`src/rtl/dispatch_credit_scheduler.sv`:
```
// dispatch_credit_scheduler: 2-entry in-order uop FIFO that steers each uop to an issue queue with credit flow control.
// Define DISPATCH_PERF_CNT_EN to add stall/dispatch performance counters.
module dispatch_credit_scheduler #(
  parameter int NUM_QUEUES = 4,
  parameter int QUEUE_DEPTH = 8,
  parameter int UOP_W = 128,
  localparam int CREDIT_W = $clog2(QUEUE_DEPTH + 1)
) (
  input  logic                           clk_i,
  input  logic                           rstn_i,
  input  logic                           flush_i,
  input  logic                           dec_valid_i,
  output logic                           dec_ready_o,
  input  logic [2:0]                     dec_queue_i,
  input  logic [UOP_W-1:0]               dec_uop_i,
  output logic [NUM_QUEUES-1:0]          q_valid_o,
  output logic [UOP_W-1:0]               q_uop_o,
  input  logic [NUM_QUEUES-1:0]          q_credit_ret_i,
  output logic [NUM_QUEUES*CREDIT_W-1:0] credits_o,
  output logic                           illegal_o,
  output logic                           credit_err_o,
  output logic                           busy_o
`ifdef DISPATCH_PERF_CNT_EN
  ,
  output logic [31:0]                    perf_stall_o,
  output logic [31:0]                    perf_disp_o
`endif
);
  localparam logic [3:0] NQ = 4'(NUM_QUEUES);
  localparam logic [CREDIT_W-1:0] FULL = CREDIT_W'(QUEUE_DEPTH);
  logic [1:0] cnt;
  logic [2:0] eq [2];
  logic [UOP_W-1:0] eu [2];
  logic [CREDIT_W-1:0] credit [NUM_QUEUES];
  logic [NUM_QUEUES-1:0] sat;
  logic illegal_q, err_q, accept, legal, push, pop;
  logic [1:0] wp;
  assign dec_ready_o = rstn_i & (cnt != 2'd2) & ~flush_i;
  assign accept = dec_valid_i & dec_ready_o;
  assign legal = {1'b0, dec_queue_i} < NQ;
  assign push = accept & legal;
  assign pop = |q_valid_o;
  assign wp = cnt - {1'b0, pop};
  assign q_uop_o = eu[0];
  assign busy_o = cnt != 2'd0;
  assign illegal_o = illegal_q;
  assign credit_err_o = err_q;
  // Strobe is combinational from the head and its credit; only the head can ever fire.
  for (genvar g = 0; g < NUM_QUEUES; g++) begin : g_q
    assign q_valid_o[g] = busy_o & ~flush_i & (eq[0] == 3'(g)) & (credit[g] != '0);
    assign sat[g] = q_credit_ret_i[g] & ~q_valid_o[g] & (credit[g] == FULL);
    assign credits_o[g*CREDIT_W +: CREDIT_W] = credit[g];
  end
  always_ff @(posedge clk_i or negedge rstn_i) begin
    if (!rstn_i) begin
      cnt <= 2'd0;
      eq[0] <= 3'd0;
      eq[1] <= 3'd0;
      eu[0] <= '0;
      eu[1] <= '0;
      illegal_q <= 1'b0;
    end else begin
      illegal_q <= accept & ~legal;
      cnt <= flush_i ? 2'd0 : cnt + {1'b0, push} - {1'b0, pop};
      if (pop) begin
        eq[0] <= eq[1];
        eu[0] <= eu[1];
      end
      if (push && wp == 2'd0) begin
        eq[0] <= dec_queue_i;
        eu[0] <= dec_uop_i;
      end
      if (push && wp == 2'd1) begin
        eq[1] <= dec_queue_i;
        eu[1] <= dec_uop_i;
      end
    end
  end
  // Simultaneous dispatch and return cancel; a return at full saturates and flags the error.
  always_ff @(posedge clk_i or negedge rstn_i) begin
    if (!rstn_i) begin
      for (int i = 0; i < NUM_QUEUES; i++) credit[i] <= FULL;
      err_q <= 1'b0;
    end else begin
      for (int i = 0; i < NUM_QUEUES; i++)
        if (q_credit_ret_i[i] & ~q_valid_o[i])
          credit[i] <= (credit[i] == FULL) ? FULL : credit[i] + CREDIT_W'(1);
        else if (q_valid_o[i] & ~q_credit_ret_i[i])
          credit[i] <= credit[i] - CREDIT_W'(1);
      err_q <= err_q | (|sat);
    end
  end
`ifdef DISPATCH_PERF_CNT_EN
  always_ff @(posedge clk_i or negedge rstn_i) begin
    if (!rstn_i) begin
      perf_stall_o <= '0;
      perf_disp_o <= '0;
    end else begin
      if (busy_o & ~flush_i & ~pop) perf_stall_o <= perf_stall_o + 32'd1;
      if (pop) perf_disp_o <= perf_disp_o + 32'd1;
    end
  end
`endif
endmodule

```
`config.mk`:
```
export PLATFORM = sky130hd
export DESIGN_NAME = dispatch_credit_scheduler
export DESIGN_NICKNAME = d
export VERILOG_FILES = /design/src/rtl/dispatch_credit_scheduler.sv
export SDC_FILE = /design/constraint.sdc
export NUM_CORES = 1
export LEC_CHECK = 0
export ABC_AREA = 1
export CAP_MARGIN = 25
export CORE_MARGIN = 8
export CORE_UTILIZATION = 47
export DETAILED_ROUTE_END_ITERATION = 16
export MAX_ROUTING_LAYER = met4
export PLACE_DENSITY = 0.88
export SLEW_MARGIN = 10
export SYNTH_ARGS = -nofsm -noshare
export SYNTH_HDL_FRONTEND = slang
export SYNTH_SLANG_ARGS = --single-unit
```
`constraint.sdc`:
```
create_clock -name clk_i -period 2.2 [get_ports clk_i]
set_input_delay 0.33 -clock clk_i [delete_from_list [all_inputs] [get_ports clk_i]]
set_output_delay 0.33 -clock clk_i [all_outputs]
set_load 0.01 [all_outputs]
```
==> impl_metrics.csv, run 1 <==
group,metric,value,unit
outcome,status,"finished, violations left",
outcome,violations,"negative setup slack",
critical_path,max_stage_delay,390,ps
critical_path,critPathMaxFanout,10,
layout,syn2layout_area_growth,38.72,%
run,drv_cap,0,
logic_synthesis,yosysUniqueCellTypes,24,
logic_synthesis,synthArstFlopShare,100.0,%
logic_synthesis,synth-seq-cells,282,
critical_path,arrival,2780,ps
routing,vias,13702,
grt,grt_pass1_vias,13497,
grt,grt_pass1_wl,70220,um
floorplanning,rows,64,
layout,nFillCells,2264,
logic_synthesis,synth_nets,2032,
critical_path,cp.buffers_inverters,6,
place,dp.cells,2426,
floorplanning,die-area,36240,um2
sta,tightest_slew,815.9,ps
pwr,leakage,10.43,nW
sta,period_needed,2338,ps
clock_network,clk_pin_slew,60,ps
layout,stdcell_area,19820,um2
routing,first_pass_iters,5,
routing,viasPerCell,5.397,
floorplanning,core,30270,um2
place,dp_slack,-427.4,ps
critical_path,cp-end-kind,"register",
clock_network,cts_made_buffers,31,
floorplanning,chipWidth,190.4,um
critical_path,r2r_cells,18,
routing,drt_iter0_drc,981,
place,dp_hpwl,28620,um
layout,fin_util,65.48,%
sta,rsz0062_at_grt,"true",
sta,hold_violations,0,
clock_network,cts_sinks,282,
sta,max_freq,427.8,MHz
critical_path,crit_path_frequent_cell,"nand2_1",
grt,antenna_found_initial,7,
clock_network,clockRootBuffer,"clkbuf_16",
sta,fin_tns_setup,-6672,ps
worst_hold_path,hold_end,"eu[93]",
critical_path,cp_cell_sequence,"inv_2 > ha_4 > nand3_4 > nand3_4 > nand2_4 > inv_2 > nand2_4 > ha_4 > inv_2 > nor2_4 > buf_12 > buf_8 > nand2_8 > clkbuf_16 > nand2_1 > nand2_1 > nand2_1 > nand2_1",
sta,setup_viol,132,
logic_synthesis,postSynthCellCount,1878,
clock_network,clk_latency,550,ps
place,placed_cell_area,17500,um2
layout,layout.cells.non_filler,2539,
critical_path,critical_path_required,2640,ps
critical_path,crit_type,"reg -> reg",
logic_synthesis,yosys_warnings,0,
grt,grt_max_degree,114,
clock_network,cts_tree,"built",
place,place_congestion,0.9245,
logic_synthesis,ys.flop_type,"dfrtp_1",
floorplanning,die-height,190.4,um
routing,drc,0,
floorplanning,initial_utilization,47.21,%
place,port_buffers,290,
logic_synthesis,netlist_area,14290,um2
pwr,p_per_area,1311,nW/um2
layout,final_nets,2268,
sta,relSlewSlack,45.61,%
worst_hold_path,min_from,"dec_uop_i[93]",
critical_path,regToRegEndpoint,"q_uop_o[2]",
critical_path,crit_slowest_cell,"dfrtp_1",
logic_synthesis,yosysSeqAreaShare,49.42,%
clock_network,htree_levels,1,
critical_path,regToRegStartpoint,"credits_o[0]",
grt,grt_overflow,0,
worst_hold_path,worstHoldPathCells,3,
sta,finalWorstSetupSlack,-137.7,ps
grt,grt_use_total,24.26,%
floorplanning,ios,291,
pwr,ir_drop,0.8567,mV
logic_synthesis,syn_area_per_cell,7.608,um2
critical_path,path_delay_family,"simple AND/OR/NAND/NOR gates",
sta,period_share,106.3,%
layout,drive_above_1_share,14.65,%
routing,post_drt_wl_per_cell,18.61,um
sta,drv_slew,0,
routing,drt_wl_total,47250,um
clock_network,cts_buffer_depth,3,
routing,antenna_left,0,
worst_hold_path,hp-class,"in -> reg",
sta,clock_skew,12.94,ps
critical_path,ff2ff_setup_slack,-140,ps
logic_synthesis,synth-edff-count,0,
critical_path,worstSetupStartpointType,"register",
## worst max-delay path by stage
stage          cells past startpoint      endpoint         start
2_1_floorplan                     18  q_uop_o[100]  credits_o[0]
3_3_place_gp                      15   q_uop_o[39]       flush_i
3_5_place_dp                      15   q_uop_o[33]       flush_i
4_1_cts                           17  q_uop_o[125]  credits_o[0]
5_1_grt                           17    q_uop_o[2]        cnt[0]
6_report                          18    q_uop_o[2]  credits_o[0]
## worst register-to-register path: stages, from the launching register on
cell and delay (ps):
dfrtp_1 390, inv_2 90, ha_4 150, nand3_4 90, nand3_4 110, nand2_4 60, inv_2 60, nand2_4 60
ha_4 260, inv_2 40, nor2_4 90, buf_12 150, buf_8 130, nand2_8 100, clkbuf_16 190, nand2_1 70
nand2_1 50, nand2_1 90, nand2_1 60
## logic make-up after synthesis
group,after synthesis,share of synthesized area (%)
buf+inv,282,11.69
flops,282,49.42
compound gates,26,0.9545
xor+xnor,11,0.6742
fa+ha+maj,15,1.313
simple gates,1262,35.95
## layout by cell type (no fill, tap or decap), types with 11 or more instances in the layout
cell type | netlist | routed
nor2_1 | 24 | 20
nand2_1 | 935 | 887
buf_12 | 0 | 39
clkdlybuf4s50_1 | 0 | 284
o21ai_0 | 13 | 13
buf_4 | 137 | 75
nand3_2 | 0 | 23
buf_16 | 0 | 12
dfrtp_1 | 278 | 272
nand2_2 | 0 | 38
inv_1 | 40 | 29
clkbuf_16 | 0 | 43
nand3_1 | 287 | 262
inv_2 | 0 | 11
## final cells by class
cell class	instances	area, um2	area share (%)
Antenna cell	7	17.52	0.08837
Clock buffer	45	888.4	4.482
Clock inverter	10	136.4	0.6880
Inverter	41	156.4	0.7890
Multi-Input combinational cell	1317	6030	30.42
Sequential cell	282	7069	35.66
Tap cell	396	495.5	2.500
Timing Repair Buffer	441	5029	25.37
## state kept, by name, summed over array words and instances (netlist names)
register and cells:
q_uop_o 128, credit_err_o 1, credits_o 16, cnt 2
eu 128, eq 6, illegal_o 1
## through the flow
step | total power, mW | hold slack, ps
floorplan | 14.04 | 34.41
detailed placement | 18.05 | 451.8
CTS | 24.74 | 313.6
finish | 25.99 | 342.0
global route | 27.31 | 339.3
global placement | 17.66 | 460.9
## Yosys cell counts (10+ instances only)
| master | number | area, um2 |
|---|---|---|
| buf_2 | 60 | 300.3 |
| buf_4 | 137 | 1028 |
| clkbuf_1 | 33 | 123.9 |
| dfrtp_1 | 278 | 6957 |
| ha_1 | 15 | 187.7 |
| inv_1 | 40 | 150.1 |
| nand2_1 | 935 | 3510 |
| nand3_1 | 287 | 1436 |
| nor2_1 | 24 | 90.09 |
| o21ai_0 | 13 | 65.06 |
| xor2_1 | 10 | 87.58 |
## what timing repair did
item,CTS,global route
endpoints found under the hold margin,118,0
hold buffers,1,0
endpoints found under the setup margin,256,267
setup buffers,13,10
gates resized for setup,42,79
gates cloned,12,17
pin swaps,25,43
## layer usage
| metal | vias up | GRT usage [%] | wire, um |
|---|---|---|---|
| met4 | 0 | 10.71 | 2317 |
| met1 | 6496 | 28.29 | 17930 |
| met5 | - | - | 0 |
| met3 | 169 | 3.822 | 3739 |
| met2 | 771 | 41.02 | 23260 |
| li1 | 6266 | - | - |
## power by group
part	switching (mW)	total, mW	internal [mW]
clock	2.13	5.27	3.14
sequential	1.10	8.01	6.91
combinational	6.40	12.7	6.31
No activity file was read; power rests on OpenSTA's default activity.
==> run 2, diff against run 1 <==
Settings changed: SKIP_LAST_GASP set to 1.
==> impl_metrics.csv, run 2 (synthesized netlist as in run 1, its figures left out) <==
group,metric,value,unit
outcome,status,"finished, violations left",
outcome,violations,"negative setup slack",
floorplanning,ios,291,
sta,rsz0062_at_grt,"true",
critical_path,path_delay_family,"simple AND/OR/NAND/NOR gates",
routing,drt_iter0_drc,1036,
sta,hold_violations,0,
grt,grt_pass1_wl,70210,um
layout,drive_above_1_share,12.87,%
critical_path,critPathMaxFanout,10,
clock_network,cts_sinks,282,
floorplanning,core,30270,um2
critical_path,arrival,2760,ps
floorplanning,chipWidth,190.4,um
critical_path,crit_type,"reg -> reg",
clock_network,cts_made_buffers,31,
sta,finalWorstSetupSlack,-122.9,ps
critical_path,crit_end,"q_uop_o[2]",
routing,vias,13591,
floorplanning,die-height,190.4,um
run,drv_cap,0,
layout,syn2layout_area_growth,36.88,%
layout,nFillCells,2300,
sta,setup_viol,133,
critical_path,cp.buffers_inverters,6,
routing,first_pass_iters,6,
critical_path,max_stage_delay,390,ps
critical_path,ff2ff_setup_slack,-120,ps
critical_path,crit_slowest_cell,"dfrtp_1",
floorplanning,initial_utilization,47.21,%
place,dp_slack,-427.4,ps
critical_path,r2r_cells,18,
place,dp_hpwl,28620,um
critical_path,cp-startpoint,"credits_o[0]",
routing,viasPerCell,5.368,
layout,final_nets,2261,
clock_network,clk_pin_slew,60,ps
routing,drc,0,
place,place_congestion,0.9245,
grt,grt_max_degree,114,
critical_path,cp_cell_sequence,"inv_2 > ha_4 > nand3_4 > nand3_4 > nand2_4 > inv_2 > nand2_4 > ha_4 > inv_2 > nor2_4 > buf_12 > buf_6 > nand2_8 > clkbuf_16 > nand2_1 > nand2_1 > nand2_1 > nand2_1",
critical_path,regToRegEndpoint,"q_uop_o[2]",
place,port_buffers,290,
sta,clock_skew,8.771,ps
grt,grt_use_total,24.26,%
grt,grt_pass1_vias,13501,
clock_network,clockRootBuffer,"clkbuf_16",
floorplanning,rows,64,
floorplanning,die-area,36240,um2
critical_path,worstSetupStartpointType,"register",
critical_path,critical_path_required,2640,ps
layout,stdcell_area,19560,um2
critical_path,crit_path_frequent_cell,"nand2_1",
routing,antenna_left,0,
pwr,ir_drop,0.8491,mV
sta,period_share,105.6,%
grt,antenna_found_initial,7,
worst_hold_path,hp-class,"in -> reg",
critical_path,regToRegStartpoint,"credits_o[0]",
clock_network,cts_buffer_depth,3,
sta,tightest_slew,820.8,ps
sta,fin_tns_setup,-8132,ps
worst_hold_path,min_from,"dec_queue_i[1]",
critical_path,cp-end-kind,"register",
layout,layout_commonest_cell,"nand2_1",
grt,grt_overflow,0,
clock_network,cts_tree,"built",
place,placed_cell_area,17500,um2
routing,drt_wl_total,46400,um
sta,period_needed,2323,ps
clock_network,htree_levels,1,
critical_path,cp_num_cells,18,
layout,mostFrequentLayoutCells,"nand2_1 (910), clkdlybuf4s50_1 (284), dfrtp_1 (273)",
pwr,p_per_area,1299,nW/um2
sta,drv_slew,0,
sta,max_freq,430.5,MHz
clock_network,clk_latency,550,ps
pwr,leakage,10.32,nW
sta,relSlewSlack,45.28,%
routing,post_drt_wl_per_cell,18.33,um
-- run 2: final cells by class --
type / count / area [um2] / area share [%]
flip-flops and latches: 282 / 7068 / 36.14
clock inverters: 10 / 136.4 / 0.6973
clock buffers: 45 / 888.4 / 4.542
diodes: 7 / 17.52 / 0.08956
well taps: 396 / 495.5 / 2.533
multi-input cells: 1317 / 5929 / 30.32
inverters: 41 / 156.4 / 0.7996
repair buffers: 434 / 4867 / 24.88
-- run 2: worst reg2reg max path: cells and delay by family (launching register included) --
kind                       cells  cell delay [ps]
DFF                            1              390
adders and majority gates      2              410
and+or+nand+nor               10              750
buffers and inverters          6              650
-- run 2: per-stage QoR --
step	cells	hold slack (ps)	util (%)	power [mW]
finish	2532	340.5	64.62	25.41
global route	2532	338.8	64.62	26.77
CTS	2507	313.6	63.11	24.73
detailed placement	2426	451.8	57.80	18.05
global placement	2426	460.9	57.80	17.66
floorplan	1878	34.41	-	14.04
-- run 2: power by group --
group	leakage, nW	internal [mW]	switching (mW)
sequential	3.76	6.91	1.08
clock	0.505	3.14	2.12
combinational	6.05	5.96	6.21
-- run 2: worst min-delay path by stage --
| stage | cells after the start | slack (ps) | end |
|---|---|---|---|
| after global placement | 2 | 460 | eu[19] |
| after detailed placement | 2 | 450 | eu[19] |
| final | 3 | 340 | eq[1] |
| after floorplan | 0 | 30 | cnt[0] |
| after CTS | 3 | 310 | eu[93] |
| after global routing | 3 | 340 | eq[1] |
-- run 2: repair_timing --
action	in CTS	in global routing
resized for setup	39	47
pin swaps	24	28
endpoints found under the hold margin	118	0
hold buffers	1	0
buffers inserted	13	8
setup endpoints to repair	256	267
cloned	12	12
-- run 2: metal layers --
layer | track usage [%] | up-vias | share of wire (%)
met1 | 28.26 | 6428 | 38
met4 | 10.71 | 0 | 4.3
li1 | - | 6251 | -
met3 | 3.822 | 144 | 7.9
met2 | 41.08 | 768 | 49
met5 | - | - | 0
